<file path="config.mk">
export PLATFORM = sky130hd
export DESIGN_NAME = fp16_frame_argmin
export DESIGN_NICKNAME = d
export VERILOG_FILES = /design/src/rtl/fp16_frame_argmin.sv
export SDC_FILE = /design/constraint.sdc
export NUM_CORES = 1
export LEC_CHECK = 0
export ABC_AREA = 1
export CORE_MARGIN = 2
export CORE_UTILIZATION = 41
export DETAILED_ROUTE_END_ITERATION = 12
export PLACE_DENSITY = 0.71
export SLEW_MARGIN = 30
export SYNTH_ARGS = -nofsm -noshare
export SYNTH_HDL_FRONTEND = slang
export SYNTH_SLANG_ARGS = --single-unit
</file>
<file path="constraint.sdc">
create_clock -name clk -period 2.25 [get_ports clk]
set_input_delay 0.225 -clock clk [delete_from_list [all_inputs] [get_ports clk]]
set_output_delay 0.225 -clock clk [all_outputs]
set_load 0.01 [all_outputs]
</file>
<file path="src/rtl/fp16_frame_argmin.sv">
// fp16_frame_argmin
//   Streaming arg-min reduction over one frame of FP16 energy samples.
//   Samples arrive on a valid/ready stream; after the in_last beat a single
//   result beat carries the smallest energy, its 0-based position in the
//   frame, the saturating sample count and status flags.
//
// Ports
//   clk, rst_n        rising-edge clock, asynchronous active-low reset
//   in_valid/in_ready input handshake; in_data/in_last sampled on accept
//   in_data           FP16 energy sample
//   in_last           marks the final sample of the frame
//   out_valid/out_ready result handshake; result held stable until taken
//   out_min           minimum energy (16'h7E00 when no non-NaN sample)
//   out_idx           index of out_min within the frame
//   out_count         accepted sample count, saturating at 2^IDX_W-1
//   out_nan_seen      at least one NaN sample was accepted
//   out_empty         no non-NaN sample was accepted
//   out_overflow      a sample was accepted while the count was saturated

// fp_comparator
//   Combinational IEEE-754 binary16 ordering: result=1 when num1 > num2.
//   +0 and -0 compare equal; a NaN on either side yields result=0.
module fp_comparator #(
  parameter int DATA_WIDTH = 16
) (
  input  logic [DATA_WIDTH-1:0] num1,
  input  logic [DATA_WIDTH-1:0] num2,
  output logic                  result
);

  logic                  sign1_s;
  logic                  sign2_s;
  logic [DATA_WIDTH-2:0] mag1_s;
  logic [DATA_WIDTH-2:0] mag2_s;
  logic                  nan1_s;
  logic                  nan2_s;

  assign sign1_s = num1[DATA_WIDTH-1];
  assign sign2_s = num2[DATA_WIDTH-1];
  assign mag1_s  = num1[DATA_WIDTH-2:0];
  assign mag2_s  = num2[DATA_WIDTH-2:0];
  assign nan1_s  = (num1[14:10] == 5'h1F) && (num1[9:0] != 10'h000);
  assign nan2_s  = (num2[14:10] == 5'h1F) && (num2[9:0] != 10'h000);

  // Sign-magnitude ordering; negative values order by reversed magnitude.
  always_comb begin
    result = 1'b0;
    if (nan1_s || nan2_s) begin
      result = 1'b0;
    end else if ((mag1_s == 15'h0000) && (mag2_s == 15'h0000)) begin
      result = 1'b0;
    end else if (sign1_s != sign2_s) begin
      result = ~sign1_s;
    end else if (sign1_s == 1'b0) begin
      result = (mag1_s > mag2_s);
    end else begin
      result = (mag1_s < mag2_s);
    end
  end

endmodule

module fp16_frame_argmin #(
  parameter int DATA_WIDTH = 16,
  parameter int IDX_W      = 10
) (
  input  logic                  clk,
  input  logic                  rst_n,
  input  logic                  in_valid,
  output logic                  in_ready,
  input  logic [DATA_WIDTH-1:0] in_data,
  input  logic                  in_last,
  output logic                  out_valid,
  input  logic                  out_ready,
  output logic [DATA_WIDTH-1:0] out_min,
  output logic [IDX_W-1:0]      out_idx,
  output logic [IDX_W-1:0]      out_count,
  output logic                  out_nan_seen,
  output logic                  out_empty,
  output logic                  out_overflow
);

  localparam logic [DATA_WIDTH-1:0] QNAN      = 16'h7E00;
  localparam logic [DATA_WIDTH-1:0] NEG_ZERO  = 16'h8000;
  localparam logic [DATA_WIDTH-1:0] POS_ZERO  = 16'h0000;
  localparam logic [IDX_W-1:0]      CNT_ZERO  = {IDX_W{1'b0}};
  localparam logic [IDX_W-1:0]      CNT_ONE   = {{(IDX_W-1){1'b0}}, 1'b1};
  localparam logic [IDX_W-1:0]      CNT_MAX   = {IDX_W{1'b1}};

  typedef enum logic [1:0] {
    S_IDLE  = 2'd0,
    S_ACCUM = 2'd1,
    S_DONE  = 2'd2
  } state_t;

  state_t                state_r;
  state_t                state_nxt_s;
  logic                  in_ready_r;
  logic                  out_valid_r;

  logic [DATA_WIDTH-1:0] best_r;
  logic [IDX_W-1:0]      idx_r;
  logic [IDX_W-1:0]      count_r;
  logic                  nan_seen_r;
  logic                  have_best_r;
  logic                  overflow_r;

  logic [DATA_WIDTH-1:0] best_nxt_s;
  logic [IDX_W-1:0]      idx_nxt_s;
  logic [IDX_W-1:0]      count_nxt_s;
  logic                  nan_seen_nxt_s;
  logic                  have_best_nxt_s;
  logic                  overflow_nxt_s;

  logic                  accept_s;
  logic                  handshake_s;
  logic [DATA_WIDTH-1:0] sample_s;
  logic                  sample_nan_s;
  logic                  best_gt_s;

  assign accept_s     = in_valid && in_ready_r;
  assign handshake_s  = out_valid_r && out_ready;

  // -0 folds onto +0 so the stored minimum is always canonical.
  assign sample_s     = (in_data == NEG_ZERO) ? POS_ZERO : in_data;
  assign sample_nan_s = (sample_s[14:10] == 5'h1F) && (sample_s[9:0] != 10'h000);

  // best_r only reaches the comparator as a real value once have_best_r is
  // set; before that the result is ignored by the update rule.
  fp_comparator #(
    .DATA_WIDTH(DATA_WIDTH)
  ) u_cmp (
    .num1  (best_r),
    .num2  (sample_s),
    .result(best_gt_s)
  );

  // Frame state transitions.
  always_comb begin
    state_nxt_s = state_r;
    case (state_r)
      S_IDLE: begin
        if (accept_s) begin
          state_nxt_s = in_last ? S_DONE : S_ACCUM;
        end else begin
          state_nxt_s = S_IDLE;
        end
      end
      S_ACCUM: begin
        if (accept_s && in_last) begin
          state_nxt_s = S_DONE;
        end else begin
          state_nxt_s = S_ACCUM;
        end
      end
      S_DONE: begin
        if (handshake_s) begin
          state_nxt_s = S_IDLE;
        end else begin
          state_nxt_s = S_DONE;
        end
      end
      default: begin
        state_nxt_s = S_IDLE;
      end
    endcase
  end

  // Next values for the frame accumulators; cleared on the result handshake.
  always_comb begin
    best_nxt_s      = best_r;
    idx_nxt_s       = idx_r;
    count_nxt_s     = count_r;
    nan_seen_nxt_s  = nan_seen_r;
    have_best_nxt_s = have_best_r;
    overflow_nxt_s  = overflow_r;
    if (handshake_s) begin
      best_nxt_s      = QNAN;
      idx_nxt_s       = CNT_ZERO;
      count_nxt_s     = CNT_ZERO;
      nan_seen_nxt_s  = 1'b0;
      have_best_nxt_s = 1'b0;
      overflow_nxt_s  = 1'b0;
    end else if (accept_s) begin
      if (count_r == CNT_MAX) begin
        overflow_nxt_s = 1'b1;
      end else begin
        count_nxt_s = count_r + CNT_ONE;
      end
      if (sample_nan_s) begin
        nan_seen_nxt_s = 1'b1;
      end else if (!have_best_r || best_gt_s) begin
        // Strict compare: an equal sample never displaces the earlier index.
        best_nxt_s      = sample_s;
        idx_nxt_s       = count_r;
        have_best_nxt_s = 1'b1;
      end else begin
        best_nxt_s = best_r;
      end
    end else begin
      best_nxt_s = best_r;
    end
  end

  // State, handshake flags and result registers.
  always_ff @(posedge clk or negedge rst_n) begin
    if (!rst_n) begin
      state_r     <= S_IDLE;
      in_ready_r  <= 1'b0;
      out_valid_r <= 1'b0;
      best_r      <= QNAN;
      idx_r       <= CNT_ZERO;
      count_r     <= CNT_ZERO;
      nan_seen_r  <= 1'b0;
      have_best_r <= 1'b0;
      overflow_r  <= 1'b0;
    end else begin
      state_r     <= state_nxt_s;
      in_ready_r  <= (state_nxt_s != S_DONE);
      out_valid_r <= (state_nxt_s == S_DONE);
      best_r      <= best_nxt_s;
      idx_r       <= idx_nxt_s;
      count_r     <= count_nxt_s;
      nan_seen_r  <= nan_seen_nxt_s;
      have_best_r <= have_best_nxt_s;
      overflow_r  <= overflow_nxt_s;
    end
  end

  assign in_ready     = in_ready_r;
  assign out_valid    = out_valid_r;
  assign out_min      = best_r;
  assign out_idx      = idx_r;
  assign out_count    = count_r;
  assign out_nan_seen = nan_seen_r;
  assign out_empty    = ~have_best_r;
  assign out_overflow = overflow_r;

endmodule

</file>
* Word-level counts from Yosys, hierarchy flattened
Index checks and enable logic that the tools add are counted.
Widths: inputs -> output; s select.
** Word-level totals
- Flip-flop bits (word level) :: 43
- Bits of input ports :: 21
- Output and inout port bits :: 41
** Cells by class
- $lt $le $gt $ge :: 2
- Mux-type cells :: 31
- Reduce and logical (&&, ||, !) cells :: 22
- Bitwise logic cells :: 2
- $add $sub $neg :: 1
- Eq/ne operators :: 11
** Operator list (number)
- $mux 16 :: 5
- $mux 10 :: 7
- $logic_not 15->1 :: 2
- $reduce_bool 10->1 :: 2
- $eq 16x16->1 const B :: 1
- $gt 15x15->1 :: 1
- $lt 15x15->1 :: 1
- $mux 1 :: 14
- $add 10x1->10 const B :: 1
- $eq 10x10->1 const B :: 1
- $eq 5x5->1 const B :: 2
- $mux 2 :: 4
- $reduce_bool 2->1 :: 4
- $logic_and 1x1->1 :: 6
- $ne 2x2->1 const B :: 3
- $pmux 2 s3 :: 1
- $reduce_and 2->1 :: 3
- $eq 2x2->1 const B :: 2
- $reduce_and 3->1 :: 1
- $eq 2x1->1 const B :: 1
- $logic_not 2->1 :: 1
- $logic_or 1x1->1 :: 2
- $not 1->1 :: 2
- $logic_not 1->1 :: 1
- $ne 1x1->1 :: 1

* Depth between registers and ports, before layout
- Depth in word-level cells :: 12
- Depth in mapped cells :: 17

* Modules after synthesis
From an unflattened synthesis, not the netlist that was laid out.
** Second synthesis, totals
- Cells, all modules :: 392
- Area total of the unflattened synthesis :: 2964.1 sq um
** By module, submodules not included
- fp16_frame_argmin :: sequential area each 1083.5 sq um, cells each 278, area an instance 2351.0 sq um, times used 1
- fp_comparator :: sequential area each 0.0 sq um, cells each 114, area an instance 613.1 sq um, times used 1

* Worst setup path before layout
Ideal clock, no wire load.
- Path type :: flip-flop to flip-flop
- Start point :: register best_r[14], in the netlist out_min[14]
- End point :: register idx_r[7], in the netlist out_idx[7]
- Buffers on the path :: 1
- Clock period less this slack :: 1.940 ns
- Path slack :: 0.310 ns
- Arrival :: 1.823 ns
- Required time :: 2.133 ns
- Cell stages (with the launch flop) :: 15
- Cell sequence :: dfstp_2 -> ha_1 -> nand2_1 -> inv_1 -> nand2_1 -> nand2_1 -> a21oi_1 -> nand2_1 -> a21oi_1 -> nand2_2 -> nand2_4 -> nand2_8 -> buf_6 -> nand3_2 -> nand2_1
** On the way
- Longest elaborated chain between the ends :: 8
** RTL lines
- from (decl) :: RTL line 101 : logic [DATA_WIDTH-1:0] best_r;
- from (signal assigned) :: RTL line 221 : best_r <= best_nxt_s;
- $gt 15x15->1 / $lt 15x15->1 (equally long branches) :: RTL line 55, 57
- $mux 1 :: RTL line 54 : end else if (sign1_s == 1'b0) begin
- $mux 1 :: RTL line 52 : end else if (sign1_s != sign2_s) begin
- $mux 1 :: RTL line 50 : end else if ((mag1_s == 15'h0000) && (mag2_s == 15'h0000)) begin
- $mux 1 * :: RTL line 48 : if (nan1_s || nan2_s) begin
- $logic_or 1x1->1 * :: RTL line 192 : end else if (!have_best_r || best_gt_s) begin
- $reduce_bool 2->1 (no source line) *
- $reduce_and 3->1 (no source line) *
- to (signal assigned) :: RTL line 222 : idx_r <= idx_nxt_s;
- to (decl) :: RTL line 102 : logic [IDX_W-1:0] idx_r;
Mark *: on every way between the ends. The rest lies on a longest branch, timed or not.
A chain may end at the register's enable or synchronous reset.

* Worst setup path after layout
- Start point :: input in_data[14]
- End point :: register best_r[2], in the netlist out_min[2]
** On the way
- Longest elaborated chain between the ends :: 10
** RTL lines
- from (decl) :: RTL line 71 : input logic [DATA_WIDTH-1:0] in_data,
- $eq 16x16->1 :: RTL line 125 : assign sample_s = (in_data == NEG_ZERO) ? POS_ZERO : in_data;
- $mux 16 * :: RTL line 125
- $gt 15x15->1 / $lt 15x15->1 (equally long branches) :: RTL line 55, 57
- $mux 1 :: RTL line 54
- $mux 1 :: RTL line 52
- $mux 1 :: RTL line 50
- $mux 1 :: RTL line 48
- $logic_or 1x1->1 :: RTL line 192
- $reduce_bool 2->1 (no source line)
- $reduce_and 3->1 (no source line)
Mark *: on every way between the ends. The rest lies on a longest branch, timed or not. The select of a mux whose other input is x is not followed.

==> impl_metrics.py <==
metrics = {
    "run_status": {
        "status": "completed",
    },
    "layout": {
        "drive_above_1_share_pct": 19.5,
        "final_cells": 493,
        "stdcell_area_mm2": 0.00364,
        "area_growth_pct": 32.9,
        "final_nets": 452,
        "num_antenna_cells": 0,
        "fillerInstances": 592,
    },
    "clocking": {
        "htreeDepth": 2,
        "cts_sinks": 43,
        "cts.path.max_buffers": 2,
        "post_cts.repair.setup_buffers": 0,
        "insertion_delay_ns": 0.29,
        "clkTransAtPathRegs_ns": 0.09,
        "cts_tree": "done",
        "cts_buffers": 5,
        "root_buffer": "clkbuf_8",
    },
    "worst_setup_path": {
        "cp.arrival_ns": 2.36,
        "crit_required_ns": 2.49,
        "path_max_fanout": 10,
        "endpoint_kind": "flip-flop",
        "startpoint_type": "input port",
        "setup.worst_path.class": "in -> reg",
    },
    "sta": {
        "fmax_ghz": 0.471,
        "timing.final.crit_share_pct": 94.4,
        "final-setup-viol-count": 0,
        "relSlewSlack_pct": 43.2,
        "period_minus_slack_ns": 2.12,
        "rsz0062_at_grt": "yes",
        "worstMarginPinSlew_ns": 0.851,
        "final_max_slew_viol_count": 0,
        "fin_worst_skew_ns": 0.00930,
        "hold_viol_final": 0,
        "tns_ns": 0,
    },
    "global_route": {
        "antenna_found_initial": 0,
        "overflow": 0,
        "grt_pass1_vias": 2499,
        "grt_max_degree": 39,
        "grt_usage_pct": 19.2,
        "grt_pass1_wl_mm": 11.5,
    },
    "synth": {
        "synthDistinctLibCells": 33,
        "yosys_warnings": 0,
        "synthArstFlopShare_pct": 100,
        "yosysTopAreaCell": "dfrtp_1",
        "synthTopCellsByCount": "nand2_1 (87), inv_1 (39), dfrtp_1 (37)",
        "synth_edf_count": 0,
        "synth_ff_type": "dfrtp_1",
        "syn-instance-count": 335,
        "postSynthAreaPerCell_um2": 8.17,
        "yosysTopAreaCellShare_pct": 33.8,
        "synthMostInstantiatedCell": "nand2_1",
        "synthTopCellsByArea": "dfrtp_1 (34%), nand2_1 (12%), nand3_2 (7.7%), ha_1 (7.3%), nand4_1 (5.9%)",
        "synth_seq_area_share_pct": 39.6,
        "syn_nets": 372,
        "ys_ff_latch": 43,
        "syn_area_mm2": 0.00274,
    },
    "worst_hold_path": {
        "hold_class": "in -> async",
    },
    "floorplanning": {
        "die_area_mm2": 0.00734,
        "die_w_um": 85.7,
        "start_util_pct": 42.8,
        "io_pins": 62,
        "die_h_um": 85.7,
        "rows": 29,
        "core_area_mm2": 0.00639,
    },
    "placed_design": {
        "dp_cells": 484,
        "portBuffers": 61,
        "dp.final_hpwl_mm": 5.06,
        "placed_area_mm2": 0.00353,
        "gp_congestion": 0.850,
    },
    "detailed_routing": {
        "wl_mm": 6.83,
        "drt.antenna.violating_nets": 0,
        "drc": 0,
        "drt_iter0_drc": 179,
        "via_per_inst": 5.12,
        "wl_per_cell_um": 13.9,
        "num_vias": 2524,
        "first_pass_iters": 4,
    },
    "power_and_ir_drop": {
        "power_density_mw_per_mm2": 1040,
        "ir_drop_v": 0.000704,
        "leakage_nw": 1.77,
    },
    "job": {
        "maxCapViolCount": 0,
    },
}
[layout by cell type (no fill, tap or decap), drive strengths merged, types with 2 or more instances in the layout]
cell           netlist  final
a31oi                2      2
dfstp                6      6
nand2               96     97
a21oi               10     10
o31ai                3      3
ha                  16     16
buf                  9     25
clkdlybuf4s50        0     60
inv                 43     43
o21ai                8      8
nor2                25     25
dfrtp               37     37
xor2                 2      2
nor4                 2      2
clkbuf               4      6
nor3                 4      4
nand4               26     26
nand3               40     40
[cell families (layout without fill, tap and decap cells)]
logic type,Yosys count,count (layout),synth area share [%]
AO/OA/AOI/OAI,24,24,5.53
XOR/XNOR,3,3,0.960
adder cells (fa/ha/maj),16,16,7.32
buffers and inverters,56,136,9.05
flip-flops,43,43,39.6
AND/OR/NAND/NOR,193,194,37.5
[what timing repair did]
| item | CTS | global route |
|---|---|---|
| endpoints found under the setup margin | 0 | 6 |
| hold buffers | 0 | 0 |
| gates resized for setup | 0 | 2 |
[worst max-delay path: stages]
cell	delay, ns
clkdlybuf4s50_1	0.49
inv_2	0.04
ha_1	0.28
nand2_1	0.08
nor2_2	0.19
inv_1	0.08
nor2_2	0.13
nand2_1	0.07
nand2_1	0.07
nand2_1	0.05
nand2_1	0.06
nand2_2	0.07
nand2_4	0.12
buf_4	0.20
nand4_1	0.10
nand2_1	0.09
[per-stage QoR]
step | power, mW | util [%] | worst slack, ns | hold WS (ns)
final | 3.79 | 57.0 | 0.125 | 0.0363
after CTS | 3.78 | 56.6 | 0.0562 | 0.0687
after floorplan | 2.47 | - | 0.310 | -0.0706
after detailed placement | 3.29 | 55.3 | -0.237 | 0.387
after global placement | 3.24 | 55.3 | -0.141 | 0.396
after global routing | 4.11 | 57.0 | -0.00884 | 0.0925
[where the power goes]
part           internal, mW  leakage [nW]  switching [mW]  total, mW
Sequential             1.05         0.558           0.263       1.31
Clock                 0.217        0.0412           0.271      0.488
Combinational         0.889          1.17            1.10       1.99
[routing by layer]
metal  track usage [%]  routed length [µm]  vias up
met5                 0                   0        -
met4              5.63                 124        0
met3              3.85                 299       13
met2              31.4                3250       55
met1              26.0                3160     1189
li1                  -                   -     1267
[area by class of cell]
| class | count | area [µm²] | area share [%] |
|---|---|---|---|
| Clock buffer | 6 | 72.6 | 2.00 |
| Clock inverter | 2 | 12.5 | 0.344 |
| Inverter | 43 | 161 | 4.44 |
| Multi-Input combinational cell | 237 | 1420 | 39.1 |
| Sequential cell | 43 | 1080 | 29.8 |
| Tap cell | 77 | 96.3 | 2.65 |
| Timing Repair Buffer | 85 | 790 | 21.7 |
[flip-flops by register name, summed over array words and instances (netlist names)]
signal and flops:
out_min 16, out_count 10, out_idx 10, state_r 2, have_best_r 1, in_ready 1, out_nan_seen 1, out_overflow 1
out_valid 1
[path summary, 6_finish.rpt]
path                                              start                  endpoint  depth (start not counted)  slack, ns
worst min register to register   out_idx[7]$_DFFE_PN0P_    out_idx[7]$_DFFE_PN0P_                          2       0.51
min in group clk                 out_idx[7]$_DFFE_PN0P_    out_idx[7]$_DFFE_PN0P_                          2       0.51
worst min-delay path                              rst_n  out_count[2]$_DFFE_PN0P_                          1       0.04
worst max register to register  out_min[14]$_DFFE_PN1P_    out_min[2]$_DFFE_PN0P_                         13       0.16
max in group asynchronous                         rst_n   out_min[13]$_DFFE_PN1P_                          2       1.50
worst max-delay path                        in_data[14]    out_min[2]$_DFFE_PN0P_                         16       0.13
(Power assumes the default switching activity.)
==> RTL edit 1 (config.mk and constraints unchanged) <==
Make the reset (`rst_n`) synchronous in one clocked block. Comments in the files are not updated.
--- a/src/rtl/fp16_frame_argmin.sv
+++ b/src/rtl/fp16_frame_argmin.sv
@@ -205,3 +205,3 @@
   // State, handshake flags and result registers.
-  always_ff @(posedge clk or negedge rst_n) begin
+  always_ff @(posedge clk) begin
     if (!rst_n) begin
Check against the original RTL: differs if rst_n is asserted again (counterexample within 4 cycles, from zero or initial values and one cycle with rst_n low); with rst_n held inactive, the same outputs for 10 cycles.
==> RTL edit 1 against the unedited design <==
Area after synthesis is 14% lower; sequential cell count stayed put; first-iteration DRC count is 32% lower; design area is 5.3% lower; non-clock buffer count is 3 higher; sequential share of layout area is 4.8 points lower; global-route usage is 0.84 points higher; die area is 14% lower; worst setup slack better by 9.2 ps; wire length is 7.6% lower; critical path type unchanged; critical endpoint is now out_min[3]; highest routed layer unchanged.
Power is not compared: it rests on default switching activity, and its combinational part moved more than twofold at a synthesized area within 25%.
==> RTL edit 1: results (changes against the unedited design) <==
| Metric | Value |
|---|---|
| Routed WL | `6320 µm (-7.6%)` |
| Syn nets | `388 (+4.3%)` |
| R2R depth | `16 (+3)` |
| Compound-Gate Fraction of Synth Area | `9.54% (+4.0 points)` |
| Synth Area in Adders | `8.52% (+1.2 points)` |
| DP Wirelength | `4480 µm (-11%)` |
| Routability congestion estimate | `0.845 (-0.55%)` |
| CP Data Arrival Time | `2310 ps (-50 ps)` |
| DR WL met3 | `321 µm (+7.4%)` |
| Post-synth top cells | `nand2_1 (80), inv_1 (52), nor2_1 (52)` |
| VDD IR max | `about 0.37 mV` |
| Hold Path Origin | `in_data[12]` |
| Met1 WL | `3010 µm (-4.7%)` |
| Post-synthesis xor/xnor area fraction | `0% (-0.96 points)` |
| Met2 wire len | `2910 µm (-10%)` |
| IO Port Bufs | `61 (unchanged)` |
| Total track usage | `20.1% (+0.84 points)` |
| # nets final | `472 (+4.4%)` |
| Seq/Total Area, Yosys | `36.7% (-2.9 points)` |
| Via density | `4.83 (-5.6%)` |
| CP Max Fanout | `14 (+4)` |
| Hold Slack | `326 ps (+290 ps)` |
| Yosys cell types | `23 (-30%)` |
| Fraction of layout cells with a size suffix above 1 | `12.6% (-6.9 points)` |
| Status | `complete, no violations` |
| First-pass GRT wire length | `10100 µm (-12%)` |
| Pin slew with the least headroom to its limit | `334 ps (-518 ps)` |
| Worst Hold Class | `primary input to flop` |
| Worst R2R End | `out_min[3]` |
| Largest net degree at the start of global routing | `37 (-5.1%)` |
| Synth top area cells | `dfxtp_1 (37%), nand2_1 (13%), ha_1 (8.5%)` |
| Clk_lat worst skew | `300 ps` |
| Setup repair bufs after CTS | `0 (unchanged)` |
| Ys async rst share | `0% (-100 points)` |
| Max-slew violation count | `0 (unchanged)` |
| Number of global-route vias before repair | `2218 (-11%)` |
| WHS Endpoint | `out_min[12]` |
| Pre-antenna DRT Iters | `5 (+1)` |
| Clock skew | `7.34 ps (-1.96 ps)` |
| Worst reg2reg path startpoint | `out_min[14]` |
| DR iter-0 viols | `122 (-32%)` |
RTL edit 1: cell types whose count changed after synthesis, moves of 12 or more:
| cell | delta |
|---|---|
| dfrtp_1 | -37 |
| nor2_1 | +31 |
| nand4_1 | -20 |
| a21oi_1 | +20 |
| nand3_1 | +12 |
| dfxtp_1 | +43 |
| inv_1 | +13 |
| nand3_2 | -20 |
RTL edit 1: power breakdown:
part	switching (mW)	internal [mW]
Clock	0.289	0.331
Combinational	0.254	0.265
Sequential	0.0446	0.808
RTL edit 1: final cells by class:
type,instances,area [µm²]
Multi-Input combinational cell,245,1290
Fill cell,509,2060
Tap cell,72,90.1
Clock inverter,3,43.8
Clock buffer,5,68.8
Inverter,52,195
Timing Repair Buffer,88,892
Sequential cell,43,861
RTL edit 1: per-layer routing:
metal / vias up / track usage [%]
li1: 1288 / -
met1: 1100 / 28.1
met2: 61 / 30.6
met3: 6 / 4.07
met4: 0 / 7.07
met5: - / 0
RTL edit 1: how the worst max path moves through the flow:
stage / depth (start not counted) / slack (ps) / from / to
detailed placement: 16 / -160 / in_data[14] / out_min[13]
floorplan: 15 / 380 / out_min[14] / out_min[10]
CTS: 16 / 150 / in_data[14] / out_min[13]
global route: 18 / -30 / in_data[11] / out_min[0]
global placement: 17 / -100 / in_data[14] / out_idx[8]
finish: 18 / 130 / in_data[11] / out_min[3]
RTL edit 1: metrics by stage:
step	instance area [µm²]	std cells	setup WS, ps	utilization [%]	power [mW]
4_1_cts	3310	504	152	60.1	1.96
6_report	3440	508	134	62.6	1.99
5_1_grt	3440	508	-32.5	62.6	2.10
2_1_floorplan	2350	351	382	-	1.12
3_3_place_gp	3200	496	-105	58.1	1.33
3_5_place_dp	3200	496	-158	58.1	1.34
==> RTL edit 2 (same settings) <==
Without the edit above. `DATA_WIDTH` is set to 16 in 2 places; all go to 32.
--- a/src/rtl/fp16_frame_argmin.sv
+++ b/src/rtl/fp16_frame_argmin.sv
@@ -23,3 +23,3 @@
 module fp_comparator #(
-  parameter int DATA_WIDTH = 16
+  parameter int DATA_WIDTH = 32
 ) (
@@ -63,3 +63,3 @@
 module fp16_frame_argmin #(
-  parameter int DATA_WIDTH = 16,
+  parameter int DATA_WIDTH = 32,
   parameter int IDX_W      = 10
Ports: changed (resized in_data and out_min); port bits go from 62 to 94. No check against the original RTL was run, so the function may have changed too.
==> RTL edit 2 against the unedited design <==
The run now ends with negative setup slack left; design area grew 84%; wire length grew 120%; global-route usage grew 7.7 points; total power grew 110%; combinational power grew 150%; worst setup slack lost 260 ps; via count grew 89%; sequential cell count grew 16; sequential share of layout area shrank 7.6 points; clock skew shrank 4.9 ps; fmax shrank 11%; area after synthesis grew 41%; critical path type unchanged.
==> RTL edit 2: results (changes against the unedited design) <==
| Metric | Value |
|---|---|
| Post-synthesis xor/xnor area fraction | `0% (-0.96 points)` |
| Sink Count | `59 (+37%)` |
| VDD IR max | `0.808 mV (+15%)` |
| Post-Place Worst Slack | `-682 ps (-445 ps)` |
| Synth top area cells | `dfrtp_1 (34%), nand2_1 (13%), ha_1 (10%)` |
| Fillers | `648 (+9.5%)` |
| Routability congestion estimate | `0.894 (+5.2%)` |
| CP Data Arrival Time | `2630 ps (+270 ps)` |
| Failing checks | `negative setup slack` |
| H-tree level count | `3 (+1)` |
| Num CTS Buffers | `9 (+4)` |
| Slowest cell on the critical path | `dlygate4sd2_1` |
| Via density | `5.60 (+9.3%)` |
| Clk buf depth | `2 (unchanged)` |
| Syn nets | `583 (+57%)` |
| Pre-antenna DRT Iters | `7 (+3)` |
| Final setup viols | `43 (+43)` |
| Compound-Gate Fraction of Synth Area | `5.04% (-0.49 points)` |
| Worst Hold Class | `primary input to async pin` |
| Total track usage | `26.9% (+7.7 points)` |
| Mux contribution to synthesized area | `0% (unchanged)` |
| Initial antenna violation count | `0 (unchanged)` |
| Status | `complete, but fails checks` |
| Max FFs per register | `32 (+16)` |
| Yosys cell types | `30 (-9.1%)` |
| Post-synth top cells | `nand2_1 (129), inv_1 (66), nand3_1 (56)` |
| CP Max Fanout | `6 (-4)` |
| Number of global-route vias before repair | `4461 (+79%)` |
| CP top delay family | `simple AND/OR/NAND/NOR gates` |
| Synth Area in Adders | `10.3% (+3.0 points)` |
| DP Wirelength | `8810 µm (+74%)` |
| Top_reg_cell synth | `dfrtp_1` |
| Routed WL | `15300 µm (+120%)` |
| Slew margin rel. | `32.7% (-11 points)` |
| Largest stage delay on the critical path | `290 ps (-200 ps)` |
| P_leak | `3.35 nW (+90%)` |
| Ys Warns | `0 (unchanged)` |
| Clock skew | `4.42 ps (-4.88 ps)` |
| First-pass GRT wire length | `21400 µm (+87%)` |
| Root buf cell | `clkbuf_8` |
| DR iter-0 viols | `273 (+53%)` |
| Ys async rst share | `100% (unchanged)` |
| Worst setup margin | `-139 ps (-265 ps)` |
| Largest net degree at the start of global routing | `88 (+130%)` |
| Clk_lat worst skew | `360 ps (+70 ps)` |
| Reg clk slew, reported paths | `70 ps (-20 ps)` |
| Final antenna diode count | `0 (unchanged)` |
| IO Port Bufs | `93 (+52%)` |
| Fraction of layout cells with a size suffix above 1 | `40.5% (+21 points)` |
| Seq/Total Area, Yosys | `38.3% (-1.3 points)` |
| # nets final | `805 (+78%)` |
RTL edit 2: changes by cell type after synthesis, moves of 19 or more:
| cell | before | now |
|---|---|---|
| nand2_1 | 87 | 129 |
| nand3_1 | 19 | 56 |
| inv_1 | 39 | 66 |
| nor2_1 | 21 | 46 |
| nand4_1 | 26 | 45 |
RTL edit 2: cells by family after synthesis:
kind of cell / count (synthesis)
AOI/OAI and AO/OA: 34
adders and majority gates: 32
buffers and inverters: 89
DFF: 59
and+or+nand+nor: 300
RTL edit 2: final timing paths:
| check | start | endpoint | slack [ps] | depth (start not counted) |
|---|---|---|---|---|
| worst min register to register | out_overflow | out_overflow | 510 | 2 |
| max in group asynchronous | rst_n | out_min[3] | 1670 | 2 |
| worst max register to register | out_min[10] | out_min[30] | -110 | 17 |
| worst min-delay path | rst_n | out_min[20] | 20 | 2 |
| min in group clk | in_data[17] | out_min[17] | 120 | 3 |
| worst max-delay path | in_data[15] | out_min[30] | -140 | 23 |
RTL edit 2: where the power goes:
part,switching [mW],internal (mW),leakage [nW]
Clock,0.471,0.655,0.111
Combinational,2.45,2.50,2.48
Sequential,0.415,1.48,0.763
RTL edit 2: timing repair:
item | in CTS | in global routing
buffers inserted | 28 | 22
gates cloned | 3 | 0
endpoints found under the setup margin | 43 | 43
pin swaps | 44 | 67
gates resized for setup | 98 | 123
endpoints found under the hold margin | 0 | 0
RTL edit 2: final cells by class:
class | instances | share of cell area (%)
clock buffers | 12 | 2.17
well taps | 111 | 2.08
flip-flops and latches | 59 | 22.2
repair buffers | 232 | 30.5
clock inverters | 4 | 1.10
multi-input cells | 366 | 38.1
inverters | 68 | 3.85
RTL edit 2: through the flow:
stage	utilization, %	cells	hold slack [ps]	setup TNS [ps]	instance area [µm²]
2_1_floorplan	-	514	-70.6	0	3870
3_3_place_gp	59.8	784	424	-25330	5500
3_5_place_dp	59.8	784	428	-27880	5500
4_1_cts	67.9	830	46.8	-1.53	6250
5_1_grt	72.7	852	71.3	-7500	6690
6_report	72.7	852	19.6	-4080	6690
RTL edit 2: per-layer routing:
layer / track usage [%] / share of wire, %
met2: 47.4 / 52
met5: 0 / 0
met3: 6.07 / 6.6
met4: 11.3 / 4.1
met1: 31.4 / 37
